**config.mk**
```make
export PLATFORM = sky130hd
export DESIGN_NAME = axi_sram_slave
export DESIGN_NICKNAME = d
export VERILOG_FILES = /design/src/rtl/axi_sram_slave.sv
export SDC_FILE = /design/constraint.sdc
export NUM_CORES = 1
export LEC_CHECK = 0
export CAP_MARGIN = 20
export CORE_AREA = 2 2 112 114
export CTS_CLUSTER_SIZE = 12
export DETAILED_ROUTE_END_ITERATION = 8
export DIE_AREA = 0 0 114 116
export PLACE_DENSITY_LB_ADDON = 0.15
export SLEW_MARGIN = 10
export SYNTH_ARGS = -nofsm -noshare
export SYNTH_HDL_FRONTEND = slang
export SYNTH_SLANG_ARGS = --single-unit
```
**constraint.sdc**
```tcl
create_clock -name ACLK -period 1.75 [get_ports ACLK]
set_input_delay 0.2625 -clock ACLK [delete_from_list [all_inputs] [get_ports ACLK]]
set_output_delay 0.2625 -clock ACLK [all_outputs]
set_load 0.05 [all_outputs]
```
**src/rtl/axi_sram_slave.sv**
```systemverilog
// AXI4 slave front end for one single-port synchronous SRAM.
// Handles one read or write burst at a time, INCR word accesses only.
module axi_sram_slave #(
    parameter int ID_W    = 8,
    parameter int ADDR_W  = 32,
    parameter int DATA_W  = 32,
    parameter int LEN_W   = 4,
    parameter int SRAM_AW = 14
) (
    input  logic                ACLK,
    input  logic                ARESETn,
    input  logic [ID_W-1:0]     AWID,
    input  logic [ADDR_W-1:0]   AWADDR,
    input  logic [LEN_W-1:0]    AWLEN,
    input  logic [2:0]          AWSIZE,
    input  logic [1:0]          AWBURST,
    input  logic                AWVALID,
    output logic                AWREADY,
    input  logic [DATA_W-1:0]   WDATA,
    input  logic [DATA_W/8-1:0] WSTRB,
    input  logic                WLAST,
    input  logic                WVALID,
    output logic                WREADY,
    output logic [ID_W-1:0]     BID,
    output logic [1:0]          BRESP,
    output logic                BVALID,
    input  logic                BREADY,
    input  logic [ID_W-1:0]     ARID,
    input  logic [ADDR_W-1:0]   ARADDR,
    input  logic [LEN_W-1:0]    ARLEN,
    input  logic [2:0]          ARSIZE,
    input  logic [1:0]          ARBURST,
    input  logic                ARVALID,
    output logic                ARREADY,
    output logic [ID_W-1:0]     RID,
    output logic [DATA_W-1:0]   RDATA,
    output logic [1:0]          RRESP,
    output logic                RLAST,
    output logic                RVALID,
    input  logic                RREADY,
    output logic                SRAM_CEB,
    output logic                SRAM_WEB,
    output logic [DATA_W/8-1:0] SRAM_BWEB,
    output logic [SRAM_AW-1:0]  SRAM_A,
    output logic [DATA_W-1:0]   SRAM_DI,
    input  logic [DATA_W-1:0]   SRAM_DO
);

    typedef enum logic [2:0] {
        IDLE, R_ISSUE, R_DATA, W_DATA, B_RESP
    } state_t;

    localparam logic [SRAM_AW-1:0] A_ONE = 1;
    localparam logic [LEN_W-1:0]   C_ONE = 1;

    state_t             state_q, state_d;
    logic [ID_W-1:0]    id_q, id_d;
    logic [SRAM_AW-1:0] addr_q, addr_d;
    logic [LEN_W-1:0]   len_q, len_d;
    logic [LEN_W-1:0]   cnt_q, cnt_d;
    logic               err_q, err_d;

    logic last;
    logic w_fire;
    logic in_idle;

    // Size, burst type and out-of-window address bits carry no meaning here.
    logic unused_ok;
    assign unused_ok = ^{AWSIZE, AWBURST, ARSIZE, ARBURST,
                         AWADDR[ADDR_W-1:SRAM_AW+2], AWADDR[1:0],
                         ARADDR[ADDR_W-1:SRAM_AW+2], ARADDR[1:0]};

    assign last    = (cnt_q == len_q);
    assign w_fire  = (state_q == W_DATA) && WVALID;
    assign in_idle = (state_q == IDLE) && ARESETn;

    // Next-state and burst bookkeeping; read wins a simultaneous request.
    always_comb begin
        state_d = state_q;
        id_d    = id_q;
        addr_d  = addr_q;
        len_d   = len_q;
        cnt_d   = cnt_q;
        err_d   = err_q;
        unique case (state_q)
            IDLE: begin
                if (ARVALID) begin
                    id_d    = ARID;
                    addr_d  = ARADDR[SRAM_AW+1:2];
                    len_d   = ARLEN;
                    cnt_d   = '0;
                    state_d = R_ISSUE;
                end else if (AWVALID) begin
                    id_d    = AWID;
                    addr_d  = AWADDR[SRAM_AW+1:2];
                    len_d   = AWLEN;
                    cnt_d   = '0;
                    err_d   = 1'b0;
                    state_d = W_DATA;
                end
            end
            R_ISSUE: state_d = R_DATA;
            R_DATA: begin
                if (RREADY) begin
                    if (last) begin
                        state_d = IDLE;
                    end else begin
                        addr_d  = addr_q + A_ONE;
                        cnt_d   = cnt_q + C_ONE;
                        state_d = R_ISSUE;
                    end
                end
            end
            W_DATA: begin
                if (WVALID) begin
                    addr_d = addr_q + A_ONE;
                    cnt_d  = cnt_q + C_ONE;
                    err_d  = err_q | (WLAST != last);
                    if (last) state_d = B_RESP;
                end
            end
            B_RESP: begin
                if (BREADY) begin
                    err_d   = 1'b0;
                    state_d = IDLE;
                end
            end
            default: state_d = IDLE;
        endcase
    end

    // State and burst registers, cleared asynchronously.
    always_ff @(posedge ACLK or negedge ARESETn) begin
        if (!ARESETn) begin
            state_q <= IDLE;
            id_q    <= '0;
            addr_q  <= '0;
            len_q   <= '0;
            cnt_q   <= '0;
            err_q   <= 1'b0;
        end else begin
            state_q <= state_d;
            id_q    <= id_d;
            addr_q  <= addr_d;
            len_q   <= len_d;
            cnt_q   <= cnt_d;
            err_q   <= err_d;
        end
    end

    // Bus handshakes; gating by ARESETn keeps readies low during reset.
    always_comb begin
        ARREADY = in_idle;
        AWREADY = in_idle && !ARVALID;
        WREADY  = (state_q == W_DATA);
        RVALID  = (state_q == R_DATA);
        RLAST   = RVALID && last;
        RDATA   = RVALID ? SRAM_DO : '0;
        RID     = RVALID ? id_q : '0;
        RRESP   = 2'b00;
        BVALID  = (state_q == B_RESP);
        BID     = BVALID ? id_q : '0;
        BRESP   = (BVALID && err_q) ? 2'b10 : 2'b00;
    end

    // SRAM strobes; CEB stays high in R_DATA so SRAM_DO holds under stall.
    always_comb begin
        SRAM_CEB  = !((state_q == R_ISSUE) || w_fire);
        SRAM_WEB  = !w_fire;
        SRAM_BWEB = w_fire ? ~WSTRB : '1;
        SRAM_A    = addr_q;
        SRAM_DI   = w_fire ? WDATA : '0;
    end

endmodule

```
Word-level counts from Yosys, hierarchy flattened
Cells that the tools add are included.
- word-level logic and storage cells: 76
- ROM bits: 0
- memories kept: 0
- bits in writable memories: 0
- latch bits: 0
- bits of input ports: 174
- output and inout port bits: 110
- bits in registers: 34
- bitwise logic cells: 2
- div/mod/pow operators: 0
- multiplexer cells: 35
- reduce and logical (&&, ||, !) cells: 17
- $add $sub $neg: 2
- magnitude comparators: 0
- $mul: 0
- eq/ne operators: 14
- shift-type cells: 0
- operator list (kind ; number):
    2-to-1 mux 14 bit ; 5
    2-to-1 mux 32 bit ; 2
    one-hot mux 14 bit (3 select lines) ; 1
    2-to-1 mux 4 bit ; 8
    2-to-1 mux 8 bit ; 4
    2-to-1 mux 3 bit ; 6
    one-hot mux 3 bit (5 select lines) ; 1
    AND reduction 5 bit ; 3
    adder 14 x 1 -> 14 bit (second input constant) ; 1
    one-hot mux 4 bit (3 select lines) ; 1
    inequality test 2 bit (second input constant) ; 4
    == test 3 x 2 -> 1 bit (second input constant) ; 2
    inequality test 2 x 1 -> 1 bit (second input constant) ; 3
    nonzero test 3 bit ; 2
    logical AND 1 bit ; 5
    2-to-1 mux 1 bit ; 5
    adder 4 x 1 -> 4 bit (second input constant) ; 1
    == test 4 bit ; 1
    inverter 4 bit ; 1
    == test 3 x 1 -> 1 bit (second input constant) ; 1
    == test 3 bit (second input constant) ; 1
    zero test 1 bit ; 3
    zero test 3 bit ; 1
    inequality test 3 bit (second input constant) ; 1
    7 further kinds ; 7

Longest topological paths before layout
Gate-level depths: netlist (run 1).
- depth in word-level cells: 5
- mapped depth: 7
- mapped depth without buffers: 5

Worst setup path before layout (run 1)
OpenSTA, ideal clock, no wires.
- kind: register to output
- start: register state_q[2]
- end: output port BRESP[1]
- arrival time: 2.307 ns
- cell stages (with the launch flop): 5
- setup slack: -0.819 ns
- required time: 1.487 ns
- path buffers: 1
- path through: dfrtp_1 -> clkbuf_1 -> nor3b_2 -> inv_1 -> nor2_1
- word-level cells in the longest chain between the ends: 3
- ends and longest elaborated chain (item ; RTL line ; source):
    from (decl) ; 56 ; state_t state_q, state_d;
    from (signal assigned) ; 142 ; state_q <= state_d;
    == test 3 bit ; 161 ; BVALID = (state_q == B_RESP);
    named net BVALID ; 26 ; output logic BVALID,
    logical AND 1 bit ; 163 ; BRESP = (BVALID && err_q) ? 2'b10 : 2'b00;
    2-to-1 mux 2 bit ; 163 ;
    to (decl) ; 25 ; output logic [1:0] BRESP,
The timed path passes the listed nets, and every way through them passes these cells.

Final worst setup path (run 1)
- start: register state_q[2]
- end: output port SRAM_DI[7]
- word-level cells in the longest chain between the ends: 3
- ends and longest elaborated chain (item ; RTL line ; source):
    == test 3 x 2 -> 1 bit ; 74 ; assign w_fire = (state_q == W_DATA) && WVALID;
    logical AND 1 bit ; 74 ;
    2-to-1 mux 32 bit ; 172 ; SRAM_DI = w_fire ? WDATA : '0;
    to (decl) ; 45 ; output logic [DATA_W-1:0] SRAM_DI,
Every way passes these cells.

==> results of run 1 <==
-- per-layer routing --
layer / routed length, um / up-vias / track usage (%)
met5: 0 / - / 0
met4: 139 / 0 / 3.82
met3: 904 / 11 / 3.40
met2: 6510 / 141 / 32.9
met1: 4890 / 1720 / 21.1
li1: - / 1776 / -
-- power by group through the flow --
| stage | clock network [mW] | logic [mW] | registers [mW] |
|---|---|---|---|
| finish | 1.02 | 9.38 | 1.62 |
| global route | 1.07 | 9.85 | 1.68 |
| CTS | 1.04 | 8.88 | 1.59 |
| detailed placement | 0 | 8.67 | 1.59 |
| global placement | 0 | 8.58 | 1.57 |
| floorplan | 0 | 4.31 | 2.08 |
-- timing repair --
item                                    in CTS  in global routing
pin swaps                                    3                 10
endpoints found under the setup margin      90                104
gates resized for setup                     32                 37
setup buffers                                4                  7
gates cloned                                 0                  2
hold endpoints to repair                     0                  0
hold buffers                                 0                  0
-- placed cells by master, fill, tap and decap left out, types with 3 or more instances in the layout --
cell,Yosys,final
a211oi_1,10,8
a21oi_1,19,19
a221oi_1,5,4
a31oi_1,4,4
and2_2,0,31
and2_4,0,18
and3_1,35,8
and3_2,0,9
and3_4,0,18
buf_12,0,96
buf_4,4,46
buf_6,2,11
buf_8,0,5
clkbuf_16,0,7
clkdlybuf4s50_1,0,125
conb_1,1,3
dfrtp_1,34,22
dfrtp_2,0,12
inv_1,8,6
mux2_2,5,3
mux2i_1,21,21
nand2_1,10,6
nand2_2,0,4
nand3_1,9,9
nand4_1,3,3
nor2_1,24,22
nor2b_1,8,6
nor3_1,6,4
o22a_1,6,6
o22ai_1,5,5
xnor2_2,0,3
-- worst min path at each step --
stage             from        end  slack [ns]  depth (start not counted)
2_1_floorplan  ARESETn  SRAM_A[0]       -0.03                          0
3_3_place_gp   ARESETn    id_q[1]        0.37                          2
3_5_place_dp   ARESETn    id_q[3]        0.38                          2
4_1_cts        ARESETn    id_q[3]        0.09                          2
5_1_grt        ARESETn    id_q[3]        0.11                          2
6_report       ARESETn    id_q[3]        0.07                          2
-- flip-flops by register name, indices dropped and copies added (netlist names) --
name / cells
id_q: 8
state_q: 3
SRAM_A: 14
cnt_q: 4
err_q: 1
len_q: 4
-- kinds of logic (layout without fill, tap and decap cells) --
group / Yosys count / count (layout) / share of synthesized area (%)
compound gates: 74 / 74 / 19.5
xor+xnor: 5 / 5 / 1.50
fa+ha+maj: 2 / 2 / 0.859
buf+inv: 44 / 303 / 7.30
flops: 34 / 34 / 29.2
mux: 26 / 26 / 9.15
other cells: 1 / 3 / 0.129
simple gates: 162 / 162 / 32.4
-- Yosys cell counts (2+ instances only) --
cell type  number  area share [%]
nand3_1         9             1.5
nor2_1         24             3.1
mux2_2          5             1.9
o21ai_0         2            0.34
buf_1           2            0.26
nand4_1         3            0.64
and2_0          2            0.43
dfrtp_1        34              29
nand2_1        10             1.3
a21oi_1        19             3.3
and2_1         50              11
inv_1           8             1.0
o22a_1          6             1.8
a21o_1          2            0.52
a211oi_1       10             2.6
nand2b_1        2            0.43
and3_1         35             7.5
buf_2          14             2.4
a221oi_1        5             1.5
xnor2_1         5             1.5
o22ai_1         5             1.1
mux2i_1        21             7.2
buf_6           2            0.77
and4_1          2            0.60
nor2b_1         8             1.7
ha_1            2            0.86
a31oi_1         4            0.86
or3_1           2            0.43
nor3_1          6             1.0
buf_4           4             1.0
clkbuf_1       14             1.8
a211o_1         2            0.60
-- final cells by class --
cell class              count  area (um2)  share of cell area (%)
repair buffers            287        3780                    52.5
multi-input cells         272        2160                    30.1
flip-flops and latches     34         866                    12.0
well taps                 147         184                    2.56
clock buffers               6         129                    1.79
clock inverters             2        37.5                   0.522
inverters                   8        32.5                   0.452
-- critical path, cell delays in order (launching register included) --
cell	delay, ns
dfrtp_1	0.39
buf_4	0.17
and3b_2	0.30
buf_6	0.16
and3_1	0.21
buf_12	0.14
-- per-stage QoR --
step	utilization, %	area, um2	setup WS [ns]	power, mW	TNS [ns]
after floorplan	-	3080	-0.115	6.38	-0.860
after global placement	55.5	6610	-0.202	10.1	-2.98
after detailed placement	55.5	6610	-0.213	10.3	-3.21
after CTS	58.0	6910	-0.165	11.5	-11.74
after global routing	60.4	7190	-0.244	12.6	-18.20
final	60.4	7190	-0.168	12.0	-10.64
==> impl_metrics.json, run 1 <==
{
  "start_kind": "flop",
  "cts_tree": "built",
  "clock-root-buffer": "clkbuf_16",
  "clock_latency_ns": 0.28,
  "crit_type": "reg -> out",
  "viasPerCell": 4.83,
  "intPower_mw": 6.38,
  "fmax_mhz": 521,
  "ys_ff_latch": 34,
  "worstPathArrival_ns": 1.66,
  "rr_worst_depth": 7,
  "async_flop_share_pct": 100,
  "clk_pin_slew_worst_paths_ns": 0.06,
  "rsz0062_at_grt": "yes",
  "maxSlewViolCount": 0,
  "dieArea_um2": 13200,
  "drt-pass1-iter-count": 4,
  "dp_cells": 735,
  "synthFlopType": "dfrtp_1",
  "drt_iter0_drc": 233,
  "vias": 3648,
  "synth_edf_count": 0,
  "hold_ws_ns": 0.0675,
  "r2r_end": "SRAM_A[0]",
  "rows": 40,
  "seqPwrFrac_pct": 13.5,
  "p_clk_share_pct": 8.5,
  "ys_seq_area_share_pct": 29.2,
  "cts_made_buffers": 5,
  "critPathRequiredTime_ns": 1.49,
  "hp-class": "in -> async",
  "yosysWarnings": 0,
  "worstSetupStartpoint": "state_q[2]",
  "die_w_um": 114,
  "p_comb_share_pct": 78.0,
  "avgRoutedWirePerCell_um": 16.5,
  "gp_congestion": 0.812,
  "violations": "setup timing",
  "switchingPower_mw": 5.64,
  "routed_wl_um": 12400,
  "stdcell_count": 756,
  "start_util_pct": 24.5,
  "drv_cap": 0,
  "setup_ws_ns": -0.168,
  "setup_viol": 92,
  "syn_avg_cell_area_um2": 8.37,
  "grt_max_degree": 48,
  "gr-total-overflow": 0,
  "layout.nets": 784,
  "reg2reg_from": "state_q[0]",
  "grt_first_pass_wirelength_um": 18900,
  "antenna_found_initial": 0,
  "worst_setup_path_end_kind": "primary output",
  "p_leak_nw": 3.01,
  "antenna_cells": 0,
  "status": "finished with violations",
  "ir_drop_v": 0.000641,
  "drive_above_1_share_pct": 48.6,
  "ant_nets": 0,
  "worst-path-max-fanout": 12,
  "clockBufferDepth": 2,
  "drc": 0,
  "io_buffers": 234,
  "ios": 284,
  "dp_hpwl_um": 9610,
  "period_minus_slack_ns": 1.92,
  "critical_path.endpoint": "SRAM_DI[7]",
  "synth.distinct_cells": 61,
  "regToRegSetupSlack_ns": -0.03,
  "clkSinkCount": 34,
  "p_sw_share_pct": 46.9,
  "power.density_nw_per_um2": 1670,
  "period_share_pct": 110,
  "dieHeight_um": 116,
  "n_fill_cell": 1011,
  "grt_pass1_vias": 3485,
  "hold_viol": 0,
  "syn_to_final_growth_pct": 147,
  "cts-htree-levels": 2,
  "syn_inst": 348,
  "core_um2": 11900,
  "syn_area_um2": 2910,
  "grtUsageTotal_pct": 17.7,
  "fin_skew_ns": 0.00412
}
Note: power is estimated with default switching activity, not from simulation.
==> run 2, diff against run 1 <==
--- a/config.mk
+++ b/config.mk
@@ -7,10 +7,13 @@
 export LEC_CHECK = 0
 export CAP_MARGIN = 20
 export CORE_AREA = 2 2 112 114
+export CTS_CLUSTER_DIAMETER = 150
 export CTS_CLUSTER_SIZE = 12
 export DETAILED_ROUTE_END_ITERATION = 8
 export DIE_AREA = 0 0 114 116
+export GPL_TIMING_DRIVEN = 0
 export PLACE_DENSITY_LB_ADDON = 0.15
+export SKIP_LAST_GASP = 1
 export SLEW_MARGIN = 10
 export SYNTH_ARGS = -nofsm -noshare
 export SYNTH_HDL_FRONTEND = slang
==> run 2 against run 1 <==
The run still ends with setup timing left. Worst setup slack got worse by 0.010 ns. Design area decreased by 0.96%. Sequential share of layout area is 0.12 points higher. Cell count increased by 4.0%. Critical path depth unchanged. Critical path type unchanged. Sequential power up 3%. Hold slack lost 0.028 ns. Non-clock buffer count rose by 30. Sequential cell count did not move.
==> impl_metrics.json, run 2 (same netlist as run 1, synthesis figures left out) <==
{
  "violations": "setup timing",
  "p_clk_share_pct": 8.3,
  "drc": 0,
  "final_util_pct": 59.8,
  "cts_tree": "built",
  "p_leak_nw": 3.14,
  "grt_first_pass_wirelength_um": 19900,
  "drv_cap": 0,
  "clock-root-buffer": "clkbuf_16",
  "period_share_pct": 110,
  "drive_above_1_share_pct": 48.5,
  "cts_made_buffers": 5,
  "gr-total-overflow": 0,
  "antenna_cells": 0,
  "clk_pin_slew_worst_paths_ns": 0.06,
  "dieHeight_um": 116,
  "layout.nets": 814,
  "avgRoutedWirePerCell_um": 17.7,
  "rows": 40,
  "regToRegSetupSlack_ns": -0.12,
  "dp_hpwl_um": 9670,
  "die_w_um": 114,
  "grtUsageTotal_pct": 19.0,
  "worst_setup_path_end_kind": "primary output",
  "hp-class": "in -> async",
  "ir_drop_v": 0.000672,
  "grt_max_degree": 32,
  "fin_setup_tns_ns": -11.55,
  "drt-pass1-iter-count": 4,
  "rr_worst_depth": 11,
  "intPower_mw": 6.35,
  "maxSlewViolCount": 0,
  "antenna_found_initial": 0,
  "switchingPower_mw": 6.04,
  "status": "finished with violations",
  "core_um2": 11900,
  "clockBufferDepth": 2,
  "cts-htree-levels": 2,
  "seqPwrFrac_pct": 13.5,
  "clkSinkCount": 34,
  "hold_viol": 0,
  "final_area_um2": 7120,
  "reg2reg_from": "state_q[1]",
  "final_cell_mix": "clkdlybuf4s50_1 (124), buf_8 (77), buf_6 (52)",
  "p_sw_share_pct": 48.7,
  "drt_iter0_drc": 188,
  "p_comb_share_pct": 78.2,
  "critPathRequiredTime_ns": 1.49,
  "vias": 3851,
  "relSlewSlack_pct": 63.8,
  "grt_pass1_vias": 3701,
  "layout_commonest_cell": "clkdlybuf4s50_1",
  "clock_latency_ns": 0.28,
  "setup_ws_ns": -0.179,
  "setup_viol": 106,
  "viasPerCell": 4.90,
  "fin_skew_ns": 0.00578,
  "hold_ws_ns": 0.0392,
  "start_kind": "flop",
  "ant_nets": 0,
  "worstMarginPinSlew_ns": 0.545,
  "dieArea_um2": 13200,
  "gp_congestion": 0.825,
  "fmax_mhz": 519,
  "power.density_nw_per_um2": 1740,
  "largest_reg_flops": 14,
  "syn_to_final_growth_pct": 144,
  "worst-path-max-fanout": 7,
  "period_minus_slack_ns": 1.93,
  "placed_cell_area_um2": 5610,
  "rsz0062_at_grt": "yes",
  "r2r_end": "SRAM_A[13]",
  "crit_type": "reg -> out",
  "io_buffers": 233,
  "start_util_pct": 24.5,
  "ios": 284,
  "routed_wl_um": 13900,
  "worstPathArrival_ns": 1.67
}
==> run 2: cell count changes in the layout (fill, tap and decap cells not counted), moves of 19 or more <==
cell and delta:
and2_2 -25, buf_12 -92, buf_6 +41, buf_8 +72, buf_4 -19, and2_4 +26
==> run 2: worst max-delay path by stage <==
stage / end / from / slack, ns / depth (start not counted)
after floorplan: BID[4] / state_q[0] / -0.11 / 3
after global placement: AWREADY / ARESETn / -1.79 / 4
after detailed placement: RDATA[12] / state_q[2] / -0.95 / 6
after CTS: RLAST / state_q[2] / -0.17 / 7
after global routing: SRAM_DI[14] / state_q[2] / -0.24 / 5
final: SRAM_DI[17] / state_q[2] / -0.18 / 5
==> run 2: what timing repair did <==
item | 4_1_cts | 5_1_grt
pin swaps | 38 | 25
setup buffers | 24 | 18
gates cloned | 5 | 5
resized for setup | 757 | 158
endpoints found under the setup margin | 123 | 121
hold buffers | 2 | 0
hold endpoints to repair | 3 | 0
==> run 2: critical path: stages, from the launching register on <==
cell and delay (ns):
dfrtp_1 0.42, and3b_2 0.37, buf_4 0.14, buf_4 0.11, and3_1 0.17, buf_6 0.16
==> run 2: power groups by stage <==
stage / Combinational, mW / Clock (mW) / Sequential [mW]
after floorplan: 4.31 / 0 / 2.08
after global placement: 6.99 / 0 / 1.61
after detailed placement: 7.04 / 0 / 1.63
after CTS: 8.58 / 1.04 / 1.63
after global routing: 10.2 / 1.08 / 1.72
final: 9.70 / 1.03 / 1.67
==> run 2: metrics by stage <==
stage	cells	total power [mW]	worst slack [ns]
2_1_floorplan	350	6.38	-0.115
3_3_place_gp	730	8.60	-1.79
3_5_place_dp	731	8.67	-0.947
4_1_cts	768	11.3	-0.166
5_1_grt	786	13.0	-0.237
6_report	786	12.4	-0.179
==> run 2: area by class of cell <==
cell class	instances	area [um2]
fill	1004	4790
timing repair buffer	285	3240
multi-input combinational	272	2290
sequential	34	866
buffer	32	333
tap	147	184
clock buffer	5	125
clock inverter	3	45.0
inverter	8	37.5
==> run 2: routing by layer <==
layer / global-route usage, % / vias to the layer above / routed length (um)
li1: - / 1836 / -
met1: 21.6 / 1833 / 5100
met2: 36.0 / 166 / 7580
met3: 4.34 / 16 / 1030
met4: 4.72 / 0 / 176
met5: 0 / - / 0
==> run 3, diff against run 2 <==
--- a/config.mk
+++ b/config.mk
@@ -6,11 +6,11 @@
 export NUM_CORES = 1
 export LEC_CHECK = 0
 export CAP_MARGIN = 20
-export CORE_AREA = 2 2 112 114
+export CORE_AREA = 2 2 109 111
 export CTS_CLUSTER_DIAMETER = 150
 export CTS_CLUSTER_SIZE = 12
 export DETAILED_ROUTE_END_ITERATION = 8
-export DIE_AREA = 0 0 114 116
+export DIE_AREA = 0 0 111 113
 export GPL_TIMING_DRIVEN = 0
 export PLACE_DENSITY_LB_ADDON = 0.15
 export SKIP_LAST_GASP = 1
==> constraint.sdc (replaced) <==
create_clock -name ACLK -period 2.4 [get_ports ACLK]
set_input_delay 0.36 -clock ACLK [delete_from_list [all_inputs] [get_ports ACLK]]
set_output_delay 0.36 -clock ACLK [all_outputs]
set_load 0.05 [all_outputs]
==> run 3 against run 2 <==
The flow now finishes without violations. Count of clock-buffer cells in the layout rose by 3. Core utilization fell by 11 points. Critical path depth did not move. Sequential share of layout area rose by 3.2 points. First-iteration DRC count rose by 12%. Cell count fell by 6.5%. Total power fell by 46%. Register-to-register slack improved by 0.66 ns. Global-route usage fell by 1.0 points. Worst setup slack improved by 0.30 ns. Hold slack got worse by 0.016 ns. Largest cell class unchanged. Highest routed layer unchanged.
==> impl_metrics.json, run 3 (same netlist as run 1, synthesis figures left out) <==
{
  "relSlewSlack_pct": 61.6,
  "worstSetupStartpoint": "state_q[2]",
  "io_buffers": 233,
  "vias": 3500,
  "largest_reg_flops": 14,
  "hp-class": "in -> async",
  "worstPathArrival_ns": 1.92,
  "period_share_pct": 94.9,
  "drc": 0,
  "die_w_um": 111,
  "crit_type": "reg -> out",
  "rr_worst_depth": 5,
  "worstMarginPinSlew_ns": 0.575,
  "p_leak_nw": 2.44,
  "r2r_end": "SRAM_A[8]",
  "drt_iter0_drc": 211,
  "final_cell_mix": "clkdlybuf4s50_1 (138), and2_1 (50), buf_2 (39), clkdlybuf4s15_2 (39), and3_1 (35)",
  "syn_to_final_growth_pct": 89.6,
  "final_util_pct": 49.0,
  "start_util_pct": 25.8,
  "dp_cells": 727,
  "clk_pin_slew_worst_paths_ns": 0.06,
  "worst_setup_path_end_kind": "primary output",
  "antenna_found_initial": 0,
  "cts_tree": "built",
  "clockBufferDepth": 2,
  "drt-pass1-iter-count": 4,
  "ios": 284,
  "maxSlewViolCount": 0,
  "reg2reg_from": "state_q[2]",
  "grt_first_pass_wirelength_um": 18300,
  "viasPerCell": 4.76,
  "ir_drop_v": 0.000615,
  "dp_hpwl_um": 9510,
  "setup_ws_ns": 0.122,
  "rsz0062_at_grt": "yes",
  "period_minus_slack_ns": 2.28,
  "n_fill_cell": 1102,
  "antenna_cells": 0,
  "critPathRequiredTime_ns": 2.04,
  "layout.nets": 767,
  "cts-htree-levels": 2,
  "clkSinkCount": 34,
  "rows": 39,
  "fin_setup_tns_ns": 0,
  "avgRoutedWirePerCell_um": 16.1,
  "final_area_um2": 5520,
  "fmax_mhz": 439,
  "grtUsageTotal_pct": 18.0,
  "dieHeight_um": 113,
  "routed_wl_um": 11900,
  "drv_cap": 0,
  "clock_latency_ns": 0.28,
  "worst-path-max-fanout": 10,
  "start_kind": "flop",
  "setup_viol": 0,
  "gp_congestion": 0.850,
  "dieArea_um2": 12500,
  "hold_viol": 0,
  "cts_made_buffers": 5,
  "fin_skew_ns": 0.00382,
  "regToRegSetupSlack_ns": 0.54,
  "ant_nets": 0,
  "grt_pass1_vias": 3420,
  "drive_above_1_share_pct": 23.8,
  "status": "finished, final reports clean",
  "layout_commonest_cell": "clkdlybuf4s50_1",
  "grt_max_degree": 25,
  "placed_cell_area_um2": 5460,
  "core_um2": 11300,
  "clock-root-buffer": "clkbuf_16",
  "gr-total-overflow": 0,
  "stdcell_count": 735,
  "power.density_nw_per_um2": 1200,
  "dp_slack_ns": -0.610
}
## run 3: critical path: stages (launching register included)
cell and delay, ns:
dfrtp_1 0.41, nand2b_1 0.23, nor2_4 0.17, buf_4 0.21, buf_2 0.23, clkdlybuf4s15_2 0.40
## run 3: how the worst max path moves through the flow
| stage | slack, ns | to | cells past startpoint |
|---|---|---|---|
| 2_1_floorplan | -0.02 | BRESP[1] | 4 |
| 3_3_place_gp | -1.30 | AWREADY | 4 |
| 3_5_place_dp | -0.61 | RDATA[17] | 6 |
| 4_1_cts | -0.07 | RDATA[17] | 6 |
| 5_1_grt | -0.0002 | RDATA[9] | 6 |
| 6_report | 0.12 | RVALID | 5 |
## run 3: cell type report
| cell class | instances | area, um2 | share of cell area, % |
|---|---|---|---|
| Sequential cell | 34 | 851 | 15.4 |
| Buffer | 34 | 185 | 3.35 |
| Timing Repair Buffer | 236 | 2240 | 40.5 |
| Clock buffer | 8 | 166 | 3.01 |
| Tap cell | 143 | 179 | 3.24 |
| Inverter | 8 | 30.0 | 0.544 |
| Multi-Input combinational cell | 272 | 1870 | 33.9 |
## run 3: per-stage QoR
stage	hold slack [ns]	power (mW)
2_1_floorplan	0.0644	4.47
3_3_place_gp	0.518	6.09
3_5_place_dp	0.274	6.14
4_1_cts	0.0237	6.64
5_1_grt	0.0420	7.02
6_report	0.0236	6.64
## run 3: report_power, final
part	total, mW	internal (mW)	switching, mW
Combinational	4.77	1.64	3.13
Sequential	1.15	0.853	0.297
Clock	0.723	0.470	0.253
Total	6.64	2.96	3.68
## run 3: repair_timing
item	in CTS	in global routing
setup buffers	1	0
setup endpoints to repair	93	75
endpoints found under the hold margin	11	0
hold buffers	1	0
resized for setup	341	29
## run 3: metal layers
| layer | wire length (um) | global-route usage [%] | vias to the layer above | share of wire [%] |
|---|---|---|---|---|
| li1 | - | - | 1737 | - |
| met1 | 4980 | 22.4 | 1607 | 42 |
| met2 | 6070 | 33.1 | 152 | 51 |
| met3 | 721 | 2.62 | 4 | 6.1 |
| met4 | 89 | 3.92 | 0 | 0.75 |
| met5 | 0 | 0 | - | 0 |
